[src/rtl/cache_ctrl_pkg.sv]
// -----------------------------------------------------------------------------
// cache_ctrl_pkg
// Shared definitions for the data-cache controller: the FSM state encoding and
// the two write-hit policy codes selected by the WR_HIT_UPDATE parameter.
// -----------------------------------------------------------------------------
package cache_ctrl_pkg;

  typedef enum logic [1:0] {
    ST_IDLE   = 2'd0,
    ST_REFILL = 2'd1,
    ST_WR_MEM = 2'd2
  } state_e;

  localparam bit WR_HIT_INVALIDATE = 1'b0;
  localparam bit WR_HIT_UPDATE     = 1'b1;

endpackage : cache_ctrl_pkg

[src/rtl/cache_word_select.sv]
// -----------------------------------------------------------------------------
// cache_word_select
// Picks one DATA_W word out of a WORDS-word refill block.
// Ports:
//   block_i  - packed block, word i at bits [DATA_W*(i+1)-1 : DATA_W*i]
//   sel_i    - word index within the block
//   word_o   - selected word
// -----------------------------------------------------------------------------
module cache_word_select #(
  parameter int DATA_W = 32,
  parameter int WORDS  = 4,
  parameter int OFF_W  = $clog2(WORDS)
) (
  input  logic [DATA_W*WORDS-1:0] block_i,
  input  logic [OFF_W-1:0]        sel_i,
  output logic [DATA_W-1:0]       word_o
);

  // NOTE: assigning a default before the loop keeps every path driven, so no
  // latch is inferred when sel_i matches none of the loop indices.
  always_comb begin
    word_o = '0;
    for (int i = 0; i < WORDS; i++) begin
      if (sel_i == OFF_W'(i)) word_o = block_i[i*DATA_W +: DATA_W];
    end
  end

endmodule : cache_word_select

[src/rtl/cache_ctrl_fsm.sv]
// -----------------------------------------------------------------------------
// cache_ctrl_fsm
// Controller for a direct-mapped, write-through, no-write-allocate data cache.
// Loads that hit complete with zero added latency; misses refill a whole block
// from memory; stores always go through to memory and either invalidate or
// update the cached word on a hit.
// Ports:
//   clk, rst            - clock, synchronous active-high reset
//   cpu_read/cpu_write  - CPU load/store requests (held while stall=1)
//   word_offset         - word index within the block
//   cpu_wdata           - store data
//   hit                 - tag match and valid, from the external tag compare
//   word_from_cache     - word read from the data array
//   block_from_mem      - refill block from memory
//   mem_ready           - memory completes the current transfer this cycle
//   mem_read/mem_write  - memory block-read / word-write requests
//   mem_wdata           - registered store data
//   cache_read          - data-array read enable
//   cache_write         - whole-block refill into data/tag arrays
//   cache_word_write    - single-word update on write hit (update policy)
//   invalid             - clear valid bit on write hit (invalidate policy)
//   stall               - freeze the pipeline
//   data_out            - load result
//   hit_count/miss_count- accepted read hits / misses, wrapping
// -----------------------------------------------------------------------------
module cache_ctrl_fsm #(
  parameter int DATA_W        = 32,
  parameter int WORDS         = 4,
  parameter int OFF_W         = $clog2(WORDS),
  parameter bit WR_HIT_UPDATE = 1'b0,
  parameter int CNT_W         = 32
) (
  input  logic                    clk,
  input  logic                    rst,
  input  logic                    cpu_read,
  input  logic                    cpu_write,
  input  logic [OFF_W-1:0]        word_offset,
  input  logic [DATA_W-1:0]       cpu_wdata,
  input  logic                    hit,
  input  logic [DATA_W-1:0]       word_from_cache,
  input  logic [DATA_W*WORDS-1:0] block_from_mem,
  input  logic                    mem_ready,
  output logic                    mem_read,
  output logic                    mem_write,
  output logic [DATA_W-1:0]       mem_wdata,
  output logic                    cache_read,
  output logic                    cache_write,
  output logic                    cache_word_write,
  output logic                    invalid,
  output logic                    stall,
  output logic [DATA_W-1:0]       data_out,
  output logic [CNT_W-1:0]        hit_count,
  output logic [CNT_W-1:0]        miss_count
);

  import cache_ctrl_pkg::*;

  localparam bit UpdateOnHit = (WR_HIT_UPDATE == cache_ctrl_pkg::WR_HIT_UPDATE);

  state_e             state_q, state_d;
  logic [OFF_W-1:0]   off_q, off_d;
  logic [DATA_W-1:0]  wdata_q, wdata_d;
  logic [CNT_W-1:0]   hit_cnt_q, hit_cnt_d;
  logic [CNT_W-1:0]   miss_cnt_q, miss_cnt_d;
  logic [DATA_W-1:0]  refill_word;

  cache_word_select #(
    .DATA_W (DATA_W),
    .WORDS  (WORDS),
    .OFF_W  (OFF_W)
  ) u_word_select (
    .block_i (block_from_mem),
    .sel_i   (off_q),
    .word_o  (refill_word)
  );

  // Strobes are Mealy outputs: a read hit and a write-hit invalidate/update
  // must act in the same cycle the request is seen, and the refill completes
  // in the mem_ready cycle itself.
  always_comb begin
    state_d          = state_q;
    off_d            = off_q;
    wdata_d          = wdata_q;
    hit_cnt_d        = hit_cnt_q;
    miss_cnt_d       = miss_cnt_q;
    mem_read         = 1'b0;
    mem_write        = 1'b0;
    cache_read       = 1'b0;
    cache_write      = 1'b0;
    cache_word_write = 1'b0;
    invalid          = 1'b0;
    stall            = 1'b0;

    case (state_q)
      ST_IDLE: begin
        // A store wins over a simultaneous load; the load is dropped.
        if (cpu_write) begin
          stall   = 1'b1;
          wdata_d = cpu_wdata;
          state_d = ST_WR_MEM;
          if (hit) begin
            if (UpdateOnHit) cache_word_write = 1'b1;
            else             invalid          = 1'b1;
          end
        end else if (cpu_read) begin
          if (hit) begin
            cache_read = 1'b1;
            hit_cnt_d  = hit_cnt_q + CNT_W'(1);
          end else begin
            stall      = 1'b1;
            miss_cnt_d = miss_cnt_q + CNT_W'(1);
            off_d      = word_offset;
            state_d    = ST_REFILL;
          end
        end
      end

      ST_REFILL: begin
        mem_read = 1'b1;
        stall    = ~mem_ready;
        if (mem_ready) begin
          cache_write = 1'b1;
          state_d     = ST_IDLE;
        end
      end

      ST_WR_MEM: begin
        mem_write = 1'b1;
        stall     = ~mem_ready;
        if (mem_ready) state_d = ST_IDLE;
      end

      default: state_d = ST_IDLE;
    endcase
  end

  // NOTE: state registers use non-blocking assignments so every flop samples
  // its _d value from before the edge, independent of statement order.
  always_ff @(posedge clk) begin
    if (rst) begin
      state_q    <= ST_IDLE;
      off_q      <= '0;
      wdata_q    <= '0;
      hit_cnt_q  <= '0;
      miss_cnt_q <= '0;
    end else begin
      state_q    <= state_d;
      off_q      <= off_d;
      wdata_q    <= wdata_d;
      hit_cnt_q  <= hit_cnt_d;
      miss_cnt_q <= miss_cnt_d;
    end
  end

  // During a refill the load result comes straight from the memory block.
  assign data_out   = (state_q == ST_REFILL) ? refill_word : word_from_cache;
  assign mem_wdata  = wdata_q;
  assign hit_count  = hit_cnt_q;
  assign miss_count = miss_cnt_q;

endmodule : cache_ctrl_fsm

[config.mk]
export PLATFORM = sky130hd
export DESIGN_NAME = cache_ctrl_fsm
export DESIGN_NICKNAME = d
export VERILOG_FILES = /design/src/rtl/cache_ctrl_pkg.sv /design/src/rtl/cache_word_select.sv /design/src/rtl/cache_ctrl_fsm.sv
export SDC_FILE = /design/constraint.sdc
export NUM_CORES = 1
export LEC_CHECK = 0
export CAP_MARGIN = 20
export CORE_AREA = 2 2 130 132
export CTS_CLUSTER_DIAMETER = 120
export DETAILED_ROUTE_END_ITERATION = 7
export DIE_AREA = 0 0 132 134
export GPL_ROUTABILITY_DRIVEN = 0
export PLACE_DENSITY = 0.73
export SKIP_CTS_REPAIR_TIMING = 1
export SKIP_LAST_GASP = 1
export SLEW_MARGIN = 10
export SYNTH_ARGS = -nofsm -noshare
export SYNTH_HDL_FRONTEND = slang
export SYNTH_SLANG_ARGS = --single-unit
[constraint.sdc]
create_clock -name clk -period 2.7 [get_ports clk]
set_input_delay 0.81 -clock clk [delete_from_list [all_inputs] [get_ports clk]]
set_output_delay 0.81 -clock clk [all_outputs]
set_load 0.02 [all_outputs]
Word level (Yosys, flattened, before mapping)
Cells that the tools add are included.
Widths: inputs -> output; s select.
{"block": "word_totals", "ff_bits": 100, "input_bits": 200, "elab_cells": 49}
{"block": "op_classes", "addsub": 2, "n_eq_ne": 8, "muxes": 24, "n_bitwise": 3, "n_reduce_logical": 7}
{"cell": "$mux 32", "count": 5}
{"cell": "$add 32x1->32 const B", "count": 2}
{"cell": "$mux 1", "count": 13}
{"cell": "$mux 2", "count": 4}
{"cell": "$reduce_and 4->1", "count": 2}
{"cell": "$eq 2x2->1 const B", "count": 3}
{"cell": "$ne 3x3->1 const B", "count": 2}
{"cell": "$eq 2x1->1 const B", "count": 2}
{"cell": "$logic_not 2->1", "count": 2}
{"cell": "$pmux 2 s2", "count": 1}
{"cell": "$not 1->1", "count": 3}
{"cell": "$reduce_and 3->1", "count": 1}
{"cell": "$ne 2x1->1 const B", "count": 1}
{"cell": "$pmux 1 s2", "count": 1}
{"cell": "$reduce_and 2->1", "count": 1}
{"cell": "$reduce_or 2->1", "count": 1}

Longest topological paths before layout
{"block": "depth", "ltp_word": 6, "ltp_mapped": 9, "mapped_depth_nobuf": 7}

By module
From an unflattened synthesis, not the netlist that was laid out.
{"block": "hier_totals", "hier_cells": 611, "hier_area_um2": 5639.2}
{"module": "cache_ctrl_fsm", "n_inst": 1, "cells_per_inst": 572, "area_each_um2": 4824.6, "seq_area_each_um2": 2001.9}
{"module": "cache_word_select", "n_inst": 1, "cells_per_inst": 39, "area_each_um2": 814.5, "seq_area_each_um2": 0.0}

Worst setup path before layout
No wires, ideal clock.
{"block": "synth_timing", "path_kind": "reg2out", "startpoint": "register off_q[0]", "endpoint": "output data_out[10]", "arrival_ns": 1.716, "required_ns": 1.890, "path_slack_ns": 0.174, "stages_incl_launch_ff": 5, "n_path_buf": 2, "path_cell_list": "dfxtp_1 -> clkbuf_1 -> buf_2 -> mux4_2 -> mux2_2"}
{"block": "synth_between", "elab_chain_cells": 6, "word_cells_on_any_way": 9, "classes_between": "3 x eq/ne; 5 x mux; 1 x reduce/logical"}
{"item": "from (decl)", "line_no": "cache_ctrl_fsm.sv:61", "rtl": "logic [OFF_W-1:0] off_q, off_d;"}
{"item": "from (signal assigned)", "line_no": "cache_ctrl_fsm.sv:142", "rtl": "off_q <= '0;"}
{"item": "from (signal assigned)", "line_no": "cache_ctrl_fsm.sv:148", "rtl": "off_q <= off_d;"}
{"item": "$logic_not 2->1", "line_no": "cache_word_select.sv:24", "rtl": "if (sel_i == OFF_W'(i)) word_o = block_i[i*DATA_W +: DATA_W];"}
{"item": "$mux 32 (3 in series)", "line_no": "cache_word_select.sv:24"}
{"item": "$mux 32 *", "line_no": "cache_word_select.sv:24"}
{"item": "$mux 32 *", "line_no": "cache_ctrl_fsm.sv:156", "rtl": "assign data_out = (state_q == ST_REFILL) ? refill_word : word_from_cache;"}
{"item": "to (decl)", "line_no": "cache_ctrl_fsm.sv:51", "rtl": "output logic [DATA_W-1:0] data_out,"}
Every way passes the cells marked *; elsewhere a longest branch is shown, timed or not.

Worst setup path after layout
{"block": "layout_timing", "startpoint": "input block_from_mem[33]", "endpoint": "output data_out[1]"}
{"block": "layout_between", "elab_chain_cells": 4}
{"item": "from (decl)", "line_no": "cache_ctrl_fsm.sv:41", "rtl": "input logic [DATA_W*WORDS-1:0] block_from_mem,"}
{"item": "$mux 32 (3 in series)", "line_no": "cache_word_select.sv:24"}
{"item": "$mux 32", "line_no": "cache_ctrl_fsm.sv:156"}
No other way between the ends.

==> metrics.yaml <==
outcome:
  run_status: "finished with violations"
  failed_checks: "setup timing"
drt:
  routed_wl_um: 23420
  route.detailed.drc: 0
  dr_total_vias: 5843
  dr.pass1.iters: 4
  drt_iter0_drc: 238
  ant_nets: 0
  routed_via_density: 4.952
  drt-wirelength-per-cell_um: 19.85
grt:
  grt_max_degree: 82
  grt_pass1_vias: 5565
  grt_use_total_pct: 23.83
  grt-ovfl-total: 0
  grt_pass1_wl_um: 32480
  antenna_found_initial: 13
place:
  place_ws_ns: -0.7255
  port_buffers: 333
  hpwl_um: 17500
  dp.cells: 1144
  dpl_cell_area_sq_um: 9228
synth:
  yosys_register_bits: 100
  async_flop_share_pct: 0
  yosys-top-cells-count: "dfxtp_1, nand2_1, nor2_1, a21oi_1"
  synth_sequential_area_ratio_pct: 37.18
  syn_avg_cell_area_sq_um: 9.172
  yosysUniqueCellTypes: 42
  synth-edff-count: 0
  ys_top_cells_by_area: "dfxtp_1, mux4_2, mux2_2"
  synth_top_area_cell: "dfxtp_1"
  ys.flop_type: "dfxtp_1"
  yosys.area_share.simple_pct: 23.61
  syn_inst: 587
  yosysTopAreaCellShare_pct: 37.18
  synth_area_sq_um: 5384
  synth_top_family_by_area: "simple AND/OR/NAND/NOR gates"
  synth_fa_ha_area_share_pct: 1.394
  synth_compound_area_share_pct: 5.066
  synth_fp_nets: 793
  yosysMostFrequentCell: "dfxtp_1"
  yosysWarningCount: 0
  synthMuxAreaShare_pct: 20.26
  synth_xor_area_share_pct: 9.110
setup_path:
  cpPeakStageDelay_ns: 0.51
  crit_arrival_ns: 2.15
  cp_max_fo: 1
  setup.worst_path.start_class: "input port"
  crit_slowest_cell: "mux4_2"
  r2r-start: "state_q[0]"
  worstSetupPathType: "input port to primary output"
  end_kind: "primary output"
  path_cells: "clkdlybuf4s50_1, mux4_2, mux2_4, buf_6"
  reg2regPathDepth: 8
  cp.required_ns: 1.89
  crit_start: "block_from_mem[33]"
clock_tree:
  clock_path_buffers: 2
  cts.htree.levels: 3
  cts.reportedPaths.clkPinSlew_ns: 0.07
  clk-insertion-delay-late_ns: 0.35
  cts_root_buffer: "clkbuf_16"
  cts_buffers: 9
  cts_sinks: 100
  cts_tree: "done"
floorplanning:
  start_util_pct: 33.05
  dieArea_sq_um: 17690
  fp.coreArea_sq_um: 16290
  num_rows: 47
  die_h_um: 134
  dieWidth_um: 132
  ios: 335
sta:
  max_freq_mhz: 338.0
  grt_setup_unrepaired: "true"
  skew_ns: 0.007367
  period_share_pct: 109.6
  drv_slew: 0
  fin_ws_ns: -0.2587
  fin_crit_ns: 2.959
  hold_viol_final: 0
  setup-violations-final: 32
  whs_ns: 0.4535
hold_path:
  holdCritPathClass: "register to register"
  worstHoldPathCells: 2
  worstHoldStart: "mem_wdata[10]"
layout:
  area_delta_synth_final_pct: 88.73
  seqCellArea_sq_um: 2006
  fin_nets: 1151
  final_cells: 1180
  multiInputGateArea_sq_um: 3328
  fill_cells: 1350
  stdcell_area_sq_um: 10160
  final_util_pct: 62.38
  drive_gt1_share_pct: 18.32
flow_run:
  cap_viol_max_count: 0
power:
  leakagePower_nw: 4.712
  vdd_drop_max_mv: 0.4085
  p_per_area_nw_per_um2: 368.9
==> through the flow <==
step           setup TNS [ns]  power [mW]
4_1_cts                -22.32       3.741
3_5_place_dp           -27.07       2.487
6_report               -2.517       3.748
2_1_floorplan               0       1.927
3_3_place_gp           -26.45       2.477
5_1_grt                -4.157       3.895
==> flip-flops by register name (all words and copies together), names as in the netlist <==
register	cells
mem_wdata	32
off_q	2
miss_count	32
hit_count	32
state_q	2
==> area by class of cell <==
type	instances	share of cell area (%)
clock inverters	7	0.5911
multi-input cells	444	32.75
repair buffers	383	41.48
flip-flops and latches	100	19.74
clock buffers	9	2.216
well taps	220	2.709
inverters	7	0.2586
diodes	10	0.2463
==> cell families (layout without fill, tap and decap cells) <==
kind of cell / count (synthesis) / in the layout
adders and majority gates: 6 / 6
buffers and inverters: 43 / 406
AOI/OAI and AO/OA: 53 / 53
and+or+nand+nor: 263 / 263
DFF: 100 / 100
xor gates and xnor gates: 56 / 56
other: 1 / 11
muxes: 65 / 65
==> cells in the final DEF (no fill, tap or decap), drive strengths merged, types with 2 or more instances in the layout <==
cell type,count
clkinv,3
ha,6
clkdlybuf4s50,175
xor2,27
mux4,32
xnor2,29
o21ai,7
and3,11
or2,2
and4,7
nor2,63
nor3,8
buf,82
nand4,18
nor4,15
clkbuf,12
or4,2
inv,9
dlymetal6s2s,123
or3,5
clkinvlp,2
nand3,21
a21oi,43
dfxtp,100
diode,10
and2,8
mux2,32
nand2,96
==> path summary, 6_finish.rpt <==
kind                            slack, ns            end
worst max-delay path                -0.26    data_out[1]
worst min register to register       0.45  mem_wdata[10]
worst max register to register       0.33  hit_count[28]
worst min-delay path                 0.45  mem_wdata[10]
==> where the power goes <==
| group | leakage (nW) | switching, mW | internal, mW |
|---|---|---|---|
| sequential | 0.812 | 0.0244 | 1.51 |
| combinational | 3.76 | 0.394 | 0.559 |
| clock | 0.136 | 0.616 | 0.640 |
==> critical path: cells and delay by family <==
kind / cells / cell delay [ns]
buf+inv: 2 / 0.53
mux: 2 / 0.80
==> per-layer routing <==
metal / wire length, um / track usage (%)
met3: 1974 / 9.146
met1: 9297 / 27.43
met4: 868 / 11.59
met2: 11240 / 39.00
met5: 40 / 0
Note: power is estimated with default switching activity, not from simulation.
